<file path="src/rtl/jtag_host_sequencer.sv">
// jtag_host_sequencer: turns IR-load/DR-shift commands into TCK/TMS/TDI waveforms and captures TDO
module jtag_host_sequencer #(
   parameter int DR_MAX  = 32,
   parameter int IR_W    = 4,
   parameter int TCK_DIV = 2
) (
   input  logic              CLK,
   input  logic              RST,
   input  logic              CMD_VALID,
   output logic              CMD_READY,
   input  logic              CMD_TYPE,
   input  logic [5:0]        CMD_LEN,
   input  logic [DR_MAX-1:0] CMD_DATA,
   output logic              RSP_VALID,
   output logic [DR_MAX-1:0] RSP_DATA,
   output logic              TCK,
   output logic              TMS,
   output logic              TDI,
   input  logic              TDO,
   output logic              TRSTN
);
   localparam int SW = $clog2((DR_MAX > 6 ? DR_MAX : 6) + 1);
   localparam int HW = TCK_DIV > 1 ? $clog2(TCK_DIV) : 1;
   localparam logic [2:0] S_INIT = 3'd0, S_IDLE = 3'd1, S_PRE = 3'd2, S_SHIFT = 3'd3, S_POST = 3'd4;
   logic [2:0] state_q, state_d;
   logic [SW-1:0] step_q, step_d, len_q, len_d, last_step;
   logic [HW-1:0] hc_q, hc_d;
   logic tck_q, tck_d, tms_q, tms_d, tdi_q, tdi_d, trstn_q, trstn_d;
   logic typ_q, typ_d, rsp_valid_q, rsp_valid_d;
   logic [DR_MAX-1:0] data_q, data_d, rsp_q, rsp_d;
   logic run, half_end, rise, fall;

   always_comb begin
      run = state_q != S_IDLE && trstn_q;
      half_end = run && hc_q == HW'(TCK_DIV - 1);
      rise = half_end && !tck_q;
      fall = half_end && tck_q;
      last_step = state_q == S_INIT ? SW'(5) :
                  state_q == S_PRE ? (typ_q ? SW'(2) : SW'(3)) :
                  state_q == S_SHIFT ? len_q - SW'(1) : SW'(1);
      state_d = state_q;
      step_d = step_q;
      typ_d = typ_q;
      len_d = len_q;
      data_d = data_q;
      rsp_d = rsp_q;
      rsp_valid_d = 1'b0;
      trstn_d = 1'b1;
      hc_d = run ? (half_end ? '0 : hc_q + HW'(1)) : hc_q;
      tck_d = half_end ? !tck_q : tck_q;
      if (rise && state_q == S_SHIFT)
         rsp_d = rsp_q | (DR_MAX'(TDO) << step_q);
      // a step ends on the falling TCK transition; the next step's TMS/TDI launch on that same edge
      if (fall && step_q != last_step) begin
         step_d = step_q + SW'(1);
         if (state_q == S_SHIFT)
            data_d = data_q >> 1;
      end else if (fall) begin
         step_d = '0;
         state_d = state_q == S_PRE ? S_SHIFT : state_q == S_SHIFT ? S_POST : S_IDLE;
         rsp_valid_d = state_q == S_POST;
      end
      if (state_q == S_IDLE && CMD_VALID) begin
         state_d = S_PRE;
         step_d = '0;
         typ_d = CMD_TYPE;
         len_d = !CMD_TYPE ? SW'(IR_W) :
                 CMD_LEN == 6'd0 ? SW'(1) :
                 int'(CMD_LEN) > DR_MAX ? SW'(DR_MAX) : SW'(CMD_LEN);
         data_d = CMD_DATA;
         rsp_d = '0;
      end
      // TMS/TDI are a pure function of the step about to run, so they only move when the step does
      tms_d = state_d == S_INIT ? step_d != SW'(5) :
              state_d == S_PRE ? (typ_d ? step_d == SW'(0) : step_d < SW'(2)) :
              state_d == S_SHIFT ? step_d == len_d - SW'(1) :
              state_d == S_POST ? step_d == SW'(0) : 1'b0;
      tdi_d = state_d == S_SHIFT && data_d[0];
   end

   always_ff @(posedge CLK or posedge RST) begin
      if (RST) begin
         state_q <= S_INIT;
         step_q <= '0;
         len_q <= '0;
         hc_q <= '0;
         tck_q <= 1'b0;
         tms_q <= 1'b1;
         tdi_q <= 1'b0;
         trstn_q <= 1'b0;
         typ_q <= 1'b0;
         data_q <= '0;
         rsp_q <= '0;
         rsp_valid_q <= 1'b0;
      end else begin
         state_q <= state_d;
         step_q <= step_d;
         len_q <= len_d;
         hc_q <= hc_d;
         tck_q <= tck_d;
         tms_q <= tms_d;
         tdi_q <= tdi_d;
         trstn_q <= trstn_d;
         typ_q <= typ_d;
         data_q <= data_d;
         rsp_q <= rsp_d;
         rsp_valid_q <= rsp_valid_d;
      end
   end

   assign CMD_READY = state_q == S_IDLE;
   assign RSP_VALID = rsp_valid_q;
   assign RSP_DATA = rsp_q;
   assign TCK = tck_q;
   assign TMS = tms_q;
   assign TDI = tdi_q;
   assign TRSTN = trstn_q;
endmodule

</file>
<file path="config.mk">
export PLATFORM = sky130hd
export DESIGN_NAME = jtag_host_sequencer
export DESIGN_NICKNAME = d
export VERILOG_FILES = /design/src/rtl/jtag_host_sequencer.sv
export SDC_FILE = /design/constraint.sdc
export NUM_CORES = 1
export LEC_CHECK = 0
export CORE_ASPECT_RATIO = 1.75
export CORE_MARGIN = 8
export CORE_UTILIZATION = 50
export DETAILED_ROUTE_END_ITERATION = 8
export GPL_ROUTABILITY_DRIVEN = 0
export MAX_ROUTING_LAYER = met4
export PLACE_DENSITY = 0.89
export SETUP_SLACK_MARGIN = 0.02
export SLEW_MARGIN = 40
export SYNTH_ARGS = -nofsm -noshare
export SYNTH_HDL_FRONTEND = slang
export SYNTH_SLANG_ARGS = --single-unit
</file>
<file path="constraint.sdc">
create_clock -name CLK -period 7.5 [get_ports CLK]
set_input_delay 2.25 -clock CLK [delete_from_list [all_inputs] [get_ports CLK]]
set_output_delay 2.25 -clock CLK [all_outputs]
set_load 0.02 [all_outputs]
</file>
# == Word-level counts from Yosys, hierarchy flattened ==
# Cells that the tools add are included.
# totals
regBits,86
out_inout_bits,38
elab_cells,79
# op_classes
n_addsub,4
magnitude_cmp,2
n_eq_ne,11
shifts,1
n_mux,30
n_bitwise,1
reduce_logical,17
# op_table
cell,n
2-to-1 mux 32 bit,5
2-to-1 mux 6 bit,10
OR 32 bit,1
<< shifter 1 x 6 -> 32 bit,1
2-to-1 mux 3 bit,5
"== test 3 x 2 -> 1 bit, second input constant",4
zero test 6 bit,2
"subtractor 6 x 1 -> 6 bit, second input constant",2
2-to-1 mux 1 bit,10
logical AND 1 bit,8
"adder 6 x 1 -> 6 bit, second input constant",1
"== test 3 bit, second input constant",2
== test 6 bit,1
"greater-than comparator 6 bit, second input constant",1
zero test 3 bit,2
"< comparator 6 x 2 -> 1 bit, second input constant",1
"inequality test 6 x 3 -> 1 bit, second input constant",1
inequality test 6 bit,1
nonzero test 2 bit,3
"== test 3 x 1 -> 1 bit, second input constant",1
"inequality test 3 x 1 -> 1 bit, second input constant",1
AND reduction 2 bit,1
"adder 1 bit, second input constant",1
zero test 1 bit,1

# == Logic depth before layout (Yosys ltp) ==
# Gate-level depths: netlist of the first run.
# depth
depth_word,13
ltp_mapped,14
ltp_nobuf,12

# == Worst setup path after synthesis of the first run ==
# No wires, ideal clock.
# synth_path
kind,input -> register
start,in CMD_VALID
end,"reg tms_q, in the netlist TMS"
setup_time_ns,0.062
arrival_time_ns,4.267
required_time_ns,7.438
slack_ns,3.171
stages,10
n_path_buf,1
cell_sequence,and2_1 clkbuf_1 o211ai_1 o21ai_0 inv_1 ha_1 xnor2_1 or4_1 o311ai_1 o311a_1
# synth_via
elab_chain_cells,7
elab_cells_between_ends,19
cone_classes,add/sub: 1; order compare: 1; eq/ne: 5; mux: 9; reduce/logical: 3
# synth_rtl
element,line,source
from (decl),9,"input logic CMD_VALID,"
logical AND 1 bit,63,if (state_q == S_IDLE && CMD_VALID) begin
2-to-1 mux 6 bit,63,
via len_d[0],26,"logic [SW-1:0] step_q, step_d, len_q, len_d, last_step;"
subtractor 6 x 1 -> 6 bit,76,state_d == S_SHIFT ? step_d == len_d - SW'(1) :
== test 6 bit,76,
2-to-1 mux 1 bit,76,
2-to-1 mux 1 bit,75,state_d == S_PRE ? (typ_d ? step_d == SW'(0) : step_d < SW'(2)) :
2-to-1 mux 1 bit,74,tms_d = state_d == S_INIT ? step_d != SW'(5) :
via tms_d,28,"logic tck_q, tck_d, tms_q, tms_d, tdi_q, tdi_d, trstn_q, trstn_d;"
to (signal assigned),101,tms_q <= tms_d;
to (decl),28,
# The timed path passes the listed nets, and every way through them passes these cells.
# A chain may end at the register's enable or synchronous reset.

# == Worst setup path after layout of the first run ==
# Ends and elaborated chain as after synthesis.

==> impl_metrics.tcl, run 1 <==
set metrics [dict create \
    outcome "completed" \
    fin_skew_ps 5.191 \
    die-area_mm2 0.01143 \
    fin_crit_sh 0.6623 \
    ys.flop_type "dfrtp_1" \
    cts_tree "done" \
    leakagePower_nw 2.453 \
    antenna_found_initial 0 \
    grtUsageTotal 0.2048 \
    chipWidth_um 84.32 \
    power.density_mw_per_mm2 227.8 \
    die_h_um 135.6 \
    dp_hpwl_um 8080 \
    async_flop_share 1.000 \
    maxSlewViolCount 0 \
    drive_gt1_frac 0.06870 \
    wl_met2_um 5995 \
    ys_warn_count 0 \
    max_cap_viol_count 0 \
    cts-root-buf "clkbuf_16" \
    clockBufferDepth 2 \
    wl_met1_um 4077 \
    met3WireLength_um 588 \
    setup_violations 0 \
    syn_inst 445 \
    hp-class "reg2reg" \
    syn_to_final_growth_pct 28.83 \
    crit_path_start_kind "primary input" \
    numCtsBuffers 9 \
    grt_pass1_vias 3871 \
    crit_type "in2reg" \
    grt_overflow 0 \
    post_cts_buffers 0 \
    cts_resized 0 \
    final.min_clock_period_ps 4967 \
    finalSetupTns_ps 0 \
    clock_latency_ps 340 \
    synth_edf_count 0 \
    ant_nets 0 \
    seq_area_frac_synth 0.5273 \
    switching_power_w 0.0003612 \
    core.rowCount 43 \
    synth-seq-cells 86 \
    cts.sink_count 86 \
    nets 565 \
    syn_area_mm2 0.004084 \
    swShare 0.3014 \
    max_slew.worst_pin.slew_ps 746.4 \
    pwr-share-comb 0.201 \
    viasPerCell 6.026 \
    rsz0062_at_grt "false" \
    clk_pin_slew_ps 60 \
    grt_max_degree 87 \
    first_pass_iters 5 \
    seq_power_share 0.447 \
    start_util 0.5164 \
    hold_violations 0 \
    drcViolationCount 0 \
    core-area_mm2 0.007909 \
    antennaDiodeCount 0 \
    wire_per_inst_um 18.29 \
    yosys.cell_types.count 55 \
    p_int_w 0.0008373 \
    h-tree-depth 3 \
    dr.max_layer_used "met4" \
    hold_buffers 0 \
    critPathCaptureType "flip-flop" \
    clock.fmax_mhz 201.3 \
    synthesis.nets 491 \
    fill_cells 596 \
    cp_max_fo 54 \
    ir_drop_mv 0.1659 \
    critPathRequiredTime_ps 7780 \
    p_clk_frac 0.353 \
    grt_pass1_wl_um 18250 \
    via_count 3700 \
    ios 81 \
    worst_ep_arrival_time_ps 5240 \
    p_total_w 0.001198 \
    drt-total-wl_um 11230 \
    syn_avg_cell_area_um2 9.177 \
    relSlewSlack 0.5006 \
    io_buffers 80 \
    drt_iter0_markers 318 \
]
==> critical path, cell delays in order <==
cell and delay, ps:
clkdlybuf4s50_1 480, and2_4 500, o211ai_1 160, o21ai_0 180, inv_1 140, ha_1 320
xnor2_1 120, or4_1 500, o311ai_1 340, o311a_1 240
==> state kept, by name (all words and copies together), names as in the netlist <==
signal,cells
len_q,6
TDI,1
state_q,3
hc_q,1
step_q,6
TCK,1
RSP_DATA,32
TMS,1
RSP_VALID,1
typ_q,1
TRSTN,1
data_q,32
==> power groups by stage <==
stage          logic (W)  clock network (W)  registers [W]
6_report        0.000240           0.000422       0.000536
5_1_grt         0.000258           0.000445       0.000540
4_1_cts         0.000236           0.000428       0.000533
3_5_place_dp    0.000234                  0       0.000541
3_3_place_gp    0.000227                  0       0.000539
2_1_floorplan   0.000169                  0       0.000519
==> synthesized netlist by cell type, types with 2 or more instances <==
cell type | instances | area, um^2
clkbuf_1 | 15 | 56.30
o22ai_1 | 23 | 143.9
nand4_1 | 2 | 12.51
nand3b_1 | 4 | 30.03
o211ai_1 | 3 | 22.52
ha_1 | 3 | 37.54
a21oi_1 | 38 | 190.2
nand2b_1 | 2 | 12.51
nor3_1 | 6 | 30.03
a31oi_1 | 4 | 25.02
o21ai_0 | 12 | 60.06
nor3b_1 | 3 | 22.52
buf_1 | 5 | 18.77
dfrtp_1 | 85 | 2127
or4_1 | 4 | 30.03
xnor2_1 | 9 | 78.83
inv_1 | 16 | 60.06
and3b_1 | 2 | 17.52
and2_1 | 2 | 12.51
or2_2 | 2 | 12.51
xor2_1 | 5 | 43.79
nor4_1 | 2 | 12.51
nor2b_1 | 3 | 18.77
nand3_1 | 12 | 60.06
nand2_1 | 35 | 131.4
nor2_1 | 103 | 386.6
a22oi_1 | 5 | 37.54
o311ai_1 | 2 | 17.52
or4_4 | 2 | 22.52
and3_1 | 8 | 50.05
mux2i_1 | 4 | 40.04
==> path summary, 6_finish.rpt <==
check / slack, ps / end / cells after the start / startpoint
max reg2reg: 3310 / TMS$_DFF_PP1_ / 10 / len_q[0]$_DFF_PP0_
max: 2530 / TMS$_DFF_PP1_ / 10 / CMD_VALID
min reg2reg: 500 / data_q[4]$_DFFE_PP0P_ / 2 / data_q[4]$_DFFE_PP0P_
min in group asynchronous: 2430 / RSP_DATA[14]$_DFFE_PP0P_ / 3 / RST
max in group asynchronous: 4620 / data_q[5]$_DFFE_PP0P_ / 3 / RST
min: 500 / data_q[4]$_DFFE_PP0P_ / 2 / data_q[4]$_DFFE_PP0P_
==> layer usage <==
metal,up-vias,track usage
met2,165,0.3476
met3,47,0.04759
li1,1691,-
met5,-,-
met1,1797,0.2049
met4,0,0.1342
==> cell usage in the layout (no fill, tap or decap), types with 5 or more instances in the layout <==
master	instances
inv_1	15
nand3_1	11
a21oi_1	38
clkdlybuf4s50_1	80
o21ai_0	12
clkbuf_16	9
xor2_1	5
dfrtp_1	85
xnor2_1	9
a22oi_1	5
o22ai_1	23
nand2_1	34
nor2_1	103
nor3_1	6
and3_1	8
==> layout make-up <==
type | instances | area (um^2) | area share
sequential | 86 | 2153 | 0.4093
multi-input combinational | 323 | 1817 | 0.3453
timing repair buffer | 83 | 829.5 | 0.1577
clock buffer | 13 | 270.3 | 0.05137
tap | 90 | 112.6 | 0.02140
inverter | 16 | 61.31 | 0.01165
clock inverter | 3 | 17.52 | 0.003329
==> through the flow <==
step	utilization	instance area, um^2	setup slack (ps)	std cells	hold slack (ps)
floorplan	-	4084	3030	445	446.1
global placement	0.6255	4947	2057	598	459.6
detailed placement	0.6277	4965	2230	598	486.3
CTS	0.6641	5253	2563	614	498.6
global route	0.6652	5261	2320	614	510.1
finish	0.6652	5261	2533	614	497.5
==> cells by family (layout without fill, tap and decap cells) <==
family,count (synthesis),in the layout,share of synthesized area
buf+inv,36,115,0.03309
compound gates,101,101,0.1550
flops,86,86,0.5273
simple gates,198,198,0.2264
other cells,1,1,0.0009182
fa+ha+maj,3,3,0.009192
xor+xnor,15,15,0.03554
mux,5,5,0.01256
No activity file was read; power rests on OpenSTA's default activity.
==> run 2: changes to the inputs <==
- clock period: 7.5 -> 4.8 ns (I/O delays scaled with it)
==> run 2 against run 1 <==
Net effect: combinational power grew 56%; die area unchanged; global-route usage rose by 1.1 points; worst hold slack got worse by 23 ps; register-to-register slack lost 2600 ps; worst setup slack lost 1900 ps; wire length increased by 4.5%; via count decreased by 0.24%; clock skew decreased by 0.93 ps; utilization up 0.85 points; clock-buffer cell count is 2 lower; sequential power grew 57%; largest cell class unchanged.
==> impl_metrics.tcl, run 2 (synthesis gave the netlist of run 1 again) <==
set metrics [dict create \
    crit_start "len_q[0]$_DFF_PP0_" \
    hold_buffers 0 \
    pwr-share-comb 0.186 \
    fin_skew_ps 4.256 \
    nets 567 \
    ant_nets 0 \
    fin_crit_sh 0.8588 \
    drt_iter0_markers 351 \
    post_cts_buffers 0 \
    syn_to_final_growth_pct 30.48 \
    grt_max_degree 64 \
    cp_max_fo 5 \
    worstPathBufferInverterCount 0 \
    whs_path_depth 1 \
    clock_latency_ps 340 \
    grtUsageTotal 0.2159 \
    grt_pass1_vias 3876 \
    drcViolationCount 0 \
    core-area_mm2 0.007909 \
    clk_pin_slew_ps 60 \
    hp-class "reg2reg" \
    worst_ep_arrival_time_ps 4410 \
    wire_per_inst_um 19.05 \
    crit_type "reg2reg" \
    critPathRequiredTime_ps 5090 \
    first_pass_iters 5 \
    antenna_found_initial 0 \
    worstHoldStart "hc_q$_DFFE_PP0P_" \
    p_int_w 0.001439 \
    critPathTopFamily "simple AND/OR/NAND/NOR gates" \
    io_buffers 80 \
    min_to "hc_q$_DFFE_PP0P_" \
    crit_path_start_kind "flip-flop" \
    core.rowCount 43 \
    chipWidth_um 84.32 \
    final_util 0.6738 \
    grt_overflow 0 \
    rr_worst_depth 10 \
    via_count 3691 \
    seq_power_share 0.415 \
    h-tree-depth 3 \
    cts_tree "done" \
    max_slew.worst_pin.slew_ps 785.1 \
    layout_common_cells "nor2_1, dfrtp_1, clkdlybuf4s50_1" \
    r2r_end "TMS$_DFF_PP1_" \
    dp_hpwl_um 8223 \
    hold_violations 0 \
    die_h_um 135.6 \
    p_total_w 0.002020 \
    die-area_mm2 0.01143 \
    clockBufferDepth 2 \
    finalSetupTns_ps 0 \
    max_cap_viol_count 0 \
    final.min_clock_period_ps 4122 \
    p_clk_frac 0.399 \
    antennaDiodeCount 0 \
    maxSlewViolCount 0 \
    cts.sink_count 86 \
    cts_resized 0 \
    switching_power_w 0.0005809 \
    slowest_delay_ps 560 \
    ir_drop_mv 0.2924 \
    relSlewSlack 0.4746 \
    setup_violations 0 \
    cpMaxStageDelayCell "or4_4" \
    drt-total-wl_um 11740 \
    r2r_slack_ps 680 \
    cts-root-buf "clkbuf_16" \
    critPathCaptureType "flip-flop" \
    power.density_mw_per_mm2 379.1 \
    clock.fmax_mhz 242.6 \
    start_util 0.5164 \
    final_common_cell "nor2_1" \
    swShare 0.2876 \
    rsz0062_at_grt "false" \
    viasPerCell 5.992 \
    outcome "completed" \
    leakagePower_nw 2.484 \
    crit_cells 10 \
    ios 81 \
    numCtsBuffers 9 \
    path_cells "or4_4, or4_1, and3_1, or4_4, or3_4, a32o_1, xnor2_1, or4_1, o311ai_1, o311a_1" \
    reg2reg_from "len_q[0]$_DFF_PP0_" \
    drive_gt1_frac 0.07034 \
    grt_pass1_wl_um 19060 \
]
[run 2: area by class of cell]
class | count | area [um^2]
inverters | 16 | 65.06
clock inverters | 5 | 106.4
clock buffers | 11 | 242.7
fillers | 605 | 2580
well taps | 90 | 112.6
multi-input cells | 323 | 1810
flip-flops and latches | 86 | 2153
repair buffers | 85 | 838.3
[run 2: stage by stage]
step	setup slack, ps	area [um^2]	hold WS [ps]	instances
floorplan	949.2	4084	446.1	445
global placement	643.4	4962	461.4	600
detailed placement	500.3	4975	463.0	600
CTS	690.5	5324	475.7	616
global route	556.2	5329	504.6	616
finish	677.6	5329	474.4	616
[run 2: how the worst max path moves through the flow]
stage	end	slack (ps)
2_1_floorplan	TMS$_DFF_PP1_	950
5_1_grt	TMS$_DFF_PP1_	560
4_1_cts	TMS$_DFF_PP1_	690
3_3_place_gp	TMS$_DFF_PP1_	640
6_report	TMS$_DFF_PP1_	680
3_5_place_dp	TMS$_DFF_PP1_	500
[run 2: power groups by stage]
stage | Sequential [W] | Combinational (W) | Clock [W]
after floorplan | 0.000811 | 0.000264 | 0
after global placement | 0.000845 | 0.000350 | 0
after detailed placement | 0.000847 | 0.000366 | 0
after CTS | 0.000835 | 0.000369 | 0.000813
after global routing | 0.000845 | 0.000406 | 0.000838
final | 0.000839 | 0.000375 | 0.000806
[run 2: per-layer routing]
| metal | global-route usage | vias to the layer above | routed length [um] |
|---|---|---|---|
| met5 | - | - | 0 |
| met4 | 0.1448 | 0 | 555 |
| met3 | 0.04639 | 48 | 679 |
| met2 | 0.3604 | 165 | 6255 |
| met1 | 0.2225 | 1785 | 4246 |
| li1 | - | 1693 | - |
